[src/rtl/x_load_arb.sv]
// x_load_arb: round-robin arbiter/sequencer sharing one load/hold X register
// among NUM_REQ requesters. Each grant drives one load cycle, then captures
// the register output and returns it with a one-cycle ack.
// Optional feature macro: X_ARB_READBACK_CHK_EN (readback compare -> sticky err).
module x_load_arb #(
    parameter int NUM_REQ = 4,
    parameter int DW      = 8
) (
    input  logic                  clk,
    input  logic                  reset,
    input  logic [NUM_REQ-1:0]    req,
    input  logic [NUM_REQ*DW-1:0] req_din,
    output logic [NUM_REQ-1:0]    gnt,
    output logic [NUM_REQ-1:0]    ack,
    output logic [DW-1:0]         rdata,
    output logic                  busy,
    output logic                  err,
    output logic [DW-1:0]         x_din,
    output logic                  x_load,
    output logic                  x_reset_l,
    input  logic [DW-1:0]         x_dout
);

    localparam int PW = (NUM_REQ > 1) ? $clog2(NUM_REQ) : 1;

    localparam logic [1:0] ST_IDLE = 2'd0;
    localparam logic [1:0] ST_LOAD = 2'd1;
    localparam logic [1:0] ST_CAPT = 2'd2;

    logic [1:0]         state;
    logic [PW-1:0]      ptr;
    logic [NUM_REQ-1:0] cur_oh;

    logic [NUM_REQ-1:0] elig;
    logic               found;
    logic [PW-1:0]      win_idx;
    logic [NUM_REQ-1:0] win_oh;
    logic [DW-1:0]      win_data;
    logic [PW-1:0]      next_ptr;
    logic [PW-1:0]      cand;
    int unsigned        idx;

    assign busy = (state != ST_IDLE);

    // Round-robin pick: first eligible requester at or above ptr, wrapping;
    // the requester being acked this cycle is excluded.
    always_comb begin
        elig     = req & ~ack;
        found    = 1'b0;
        win_idx  = '0;
        win_oh   = '0;
        win_data = '0;
        idx      = 0;
        cand     = '0;
        for (int unsigned k = 0; k < NUM_REQ; k++) begin
            idx = 32'(ptr) + k;
            if (idx >= 32'(NUM_REQ)) begin
                idx = idx - 32'(NUM_REQ);
            end
            cand = idx[PW-1:0];
            if (!found && elig[cand]) begin
                found        = 1'b1;
                win_idx      = cand;
                win_oh[cand] = 1'b1;
                win_data     = req_din[cand*DW +: DW];
            end
        end
        next_ptr = (win_idx == PW'(NUM_REQ - 1)) ? '0 : win_idx + 1'b1;
    end

    // Sequencer: IDLE -> LOAD (grant + load pulse) -> CAPT (capture + ack).
    always_ff @(posedge clk) begin
        if (reset) begin
            state  <= ST_IDLE;
            ptr    <= '0;
            cur_oh <= '0;
            gnt    <= '0;
            ack    <= '0;
            rdata  <= '0;
            x_din  <= '0;
            x_load <= 1'b0;
        end else begin
            ack <= '0;
            case (state)
                ST_IDLE: begin
                    if (found) begin
                        x_din  <= win_data;
                        x_load <= 1'b1;
                        gnt    <= win_oh;
                        cur_oh <= win_oh;
                        ptr    <= next_ptr;
                        state  <= ST_LOAD;
                    end
                end
                ST_LOAD: begin
                    x_load <= 1'b0;
                    gnt    <= '0;
                    state  <= ST_CAPT;
                end
                ST_CAPT: begin
                    rdata <= x_dout;
                    ack   <= cur_oh;
                    state <= ST_IDLE;
                end
                default: begin
                    x_load <= 1'b0;
                    gnt    <= '0;
                    state  <= ST_IDLE;
                end
            endcase
        end
    end

`ifdef X_ARB_READBACK_CHK_EN
    // Sticky readback mismatch: register output must equal the value just loaded.
    always_ff @(posedge clk) begin
        if (reset) begin
            err <= 1'b0;
        end else if (state == ST_CAPT && x_dout != x_din) begin
            err <= 1'b1;
        end
    end
`else
    assign err = 1'b0;
`endif

    // X register reset: low while reset is high, released one cycle after.
    always_ff @(posedge clk) begin
        x_reset_l <= ~reset;
    end

endmodule

[config.mk]
export PLATFORM = sky130hd
export DESIGN_NAME = x_load_arb
export DESIGN_NICKNAME = d
export VERILOG_FILES = /design/src/rtl/x_load_arb.sv
export SDC_FILE = /design/constraint.sdc
export NUM_CORES = 1
export LEC_CHECK = 0
export CAP_MARGIN = 10
export CORE_MARGIN = 5
export CORE_UTILIZATION = 45
export CTS_BUF_LIST = sky130_fd_sc_hd__clkbuf_8 sky130_fd_sc_hd__clkbuf_16
export CTS_CLUSTER_DIAMETER = 30
export CTS_CLUSTER_SIZE = 28
export DETAILED_ROUTE_END_ITERATION = 6
export GPL_TIMING_DRIVEN = 0
export PLACE_DENSITY = 0.76
export SLEW_MARGIN = 20
export SYNTH_ARGS = -nofsm -noshare
export SYNTH_HDL_FRONTEND = slang
export SYNTH_SLANG_ARGS = --single-unit
[constraint.sdc]
create_clock -name clk -period 7.8 [get_ports clk]
set_clock_uncertainty 0.2 [all_clocks]
set_input_delay 1.17 -clock clk [delete_from_list [all_inputs] [get_ports clk]]
set_output_delay 1.17 -clock clk [all_outputs]
set_load 0.1 [all_outputs]
==> flow_metrics.tcl <==
set metrics [dict create \
    switchingPower_mw 0.524 \
    p_leak_nw 1.25 \
    ys_ff_latch 34 \
    p_per_area_nw_per_um2 323 \
    antenna_found_initial 0 \
    internal_power_mw 0.604 \
    ys.flop_type "dfxtp_1" \
    busiest_layer "met2" \
    critPathKind "in -> reg" \
    worstSetupStartpoint "req[2]" \
    combPwrFrac_pct 65.2 \
    cp-endpoint "x_din[1]$_SDFFE_PP0P_" \
    cap_violations 0 \
    ant_nets 0 \
    io_pins 74 \
    start_util_pct 46.6 \
    p_seq_share_pct 20.0 \
    syn_to_final_growth_pct 36.0 \
    ys_warn_count 0 \
    num-fill-cells 478 \
    cts_resized 0 \
    dieArea_um2 7310 \
    h-tree-depth 2 \
    r2r_slack_ns 4.65 \
    die_w_um 85.5 \
    worstReg2RegEnd "x_din[6]$_SDFFE_PP0P_" \
    stdcell_count 411 \
    finalHoldViolations 0 \
    r2r_cells 8 \
    status "complete, no violations" \
    hpwl_um 5490 \
    ys_types 39 \
    tightest_slew_ns 0.992 \
    grt_pass1_vias 2491 \
    nets 393 \
    postCtsSetupRepairBufs 0 \
    holdBufCountCts 0 \
    grt_pass1_wl_um 12500 \
    multi_input_area_um2 1740 \
    fin_util_pct 63.3 \
    cts_buffer_depth 2 \
    p_clk_share_pct 14.8 \
    finalSetupViolations 0 \
    cts_tree "yes" \
    drt-initial-drc-count 268 \
    met3_usage_pct 5.24 \
    synth_nets 314 \
    max_slew_margin_pct 33.6 \
    rsz0062_at_grt "no" \
    fin_setup_tns_ns 0 \
    overflow 0 \
    dr.pass1.iters 6 \
    met1_usage_pct 26.9 \
    avgSynthCellArea_um2 9.86 \
    swShare_pct 46.5 \
    syn_inst 260 \
    cts_buffers 5 \
    synth_edf_count 0 \
    core-area_um2 5510 \
    cts_root_buf "clkbuf_8" \
    irDropWorstVdd_v 0.000140 \
    end_kind "flop" \
    clk_pin_slew_ns 0.07 \
    cp.arrival_ns 3.43 \
    finalWeightedCongestion 0.882 \
    min_period_ns 3.40 \
    grt_util_all_layers_pct 21.5 \
    cp.required_ns 7.83 \
    layout-drive-gt1-share_pct 18.3 \
    vias_per_cell 5.99 \
    drv_slew 0 \
    start_kind "primary input" \
    drt_wl_total_um 7450 \
    seq_area_frac_synth_pct 26.5 \
    cts.sinks 34 \
    path_max_fanout 10 \
    hold_path_class "reg -> reg" \
    fp-row-count 27 \
    ys_async_sr_fraction_pct 0 \
    regArea_um2 681 \
    io_buffer_count 72 \
    fmax_mhz 294 \
    r2r-start "ptr[0]$_SDFFE_PP0P_" \
    avgRoutedWirePerCell_um 18.1 \
    clk-insertion-delay-late_ns 0.29 \
    dieHeight_um 85.5 \
    diodes 0 \
    grt_max_degree 11 \
    period_share_pct 43.6 \
    via_count 2460 \
    syn-cell-area_um2 2560 \
    drc 0 \
    dp.cells 404 \
    grt_use_met2_pct 36.5 \
]
[how the worst min path moves through the flow]
stage	from	endpoint	slack, ns	cells past startpoint
after CTS	gnt[1]$_SDFFE_PP0P_	gnt[1]$_SDFFE_PP0P_	0.25	2
after floorplan	cur_oh[0]$_SDFFE_PP0P_	ack[0]$_SDFF_PP0_	0.25	1
after detailed placement	gnt[1]$_SDFFE_PP0P_	gnt[1]$_SDFFE_PP0P_	0.24	2
final	gnt[1]$_SDFFE_PP0P_	gnt[1]$_SDFFE_PP0P_	0.25	2
after global routing	rdata[0]$_SDFFE_PP0N_	rdata[0]$_SDFFE_PP0N_	0.29	2
after global placement	gnt[2]$_SDFFE_PP0P_	gnt[2]$_SDFFE_PP0P_	0.24	2
[area by class of cell]
| class | count | share of cell area, % |
|---|---|---|
| clock buffers | 6 | 2.37 |
| flip-flops and latches | 34 | 19.5 |
| inverters | 8 | 0.861 |
| clock inverters | 1 | 0.861 |
| multi-input cells | 196 | 49.9 |
| well taps | 72 | 2.58 |
| plain buffers | 22 | 3.27 |
| repair buffers | 72 | 20.7 |
[power by group through the flow]
stage                     Combinational [mW]  Clock [mW]  Sequential [mW]
final                                  0.735       0.166            0.226
after global routing                   0.786       0.180            0.230
after CTS                              0.734       0.170            0.226
after detailed placement               0.731           0            0.229
after global placement                 0.719           0            0.229
after floorplan                        0.418           0            0.378
[cell usage after synthesis (4+ instances only)]
master / count / area [um2]
dfxtp_1: 34 / 681
a21oi_1: 32 / 160
mux4_2: 32 / 721
nand2_1: 31 / 116
o21ai_0: 17 / 85.1
nor2b_1: 11 / 68.8
a221oi_1: 10 / 87.6
buf_2: 10 / 50.1
ha_1: 8 / 100
clkbuf_1: 7 / 26.3
inv_1: 7 / 26.3
nand2b_1: 6 / 37.5
and3_1: 5 / 31.3
mux2i_1: 5 / 50.1
nor2_1: 5 / 18.8
o21ai_1: 5 / 25.0
a31oi_1: 4 / 25.0
[registers in the layout, indices dropped and copies added, names as in the netlist]
signal	flops
state	2
gnt	4
ptr	2
x_reset_l	1
ack	4
x_load	1
rdata	8
x_din	8
cur_oh	4
[cell families (layout without fill, tap and decap cells)]
logic type	count (synthesis)	after routing	share of synthesized area, %
and+or+nand+nor	68	68	13.3
other	1	1	0.146
adders and majority gates	8	8	3.90
buffers and inverters	30	109	5.61
DFF	34	34	26.5
AOI/OAI and AO/OA	81	81	20.0
muxes	38	38	30.5
[cell usage in the layout, fill, tap and decap left out, types with 8 or more instances in the layout]
master / synthesis / routed
clkdlybuf4s50_1: 0 / 72
dfxtp_1: 34 / 34
a21oi_1: 32 / 32
mux4_2: 32 / 32
nand2_1: 31 / 31
o21ai_0: 17 / 17
nor2b_1: 11 / 11
buf_2: 10 / 10
a221oi_1: 10 / 10
ha_1: 8 / 8
[critical path, cell delays in order]
cell	delay [ns]
clkdlybuf4s50_1	0.47
nand2b_1	0.06
clkbuf_1	0.19
a41oi_1	0.76
clkbuf_1	0.49
o21ai_0	0.16
a21oi_1	0.13
[layer usage]
layer / vias up / wire (um) / part of all wire, %
met2: 108 / 3780 / 51
met1: 1183 / 3010 / 40
met4: 0 / 106 / 1.4
li1: 1154 / - / -
met5: - / 0 / 0
met3: 15 / 544 / 7.3
[stage by stage]
step	worst slack (ns)	hold WS (ns)	area, um2	total power, mW
after floorplan	4.94	0.247	2560	0.796
after global placement	4.15	0.239	3370	0.948
after detailed placement	4.20	0.243	3370	0.960
after CTS	4.43	0.253	3490	1.13
after global routing	4.27	0.285	3490	1.20
final	4.40	0.246	3490	1.13
Power figures use the tool's default switching activity.
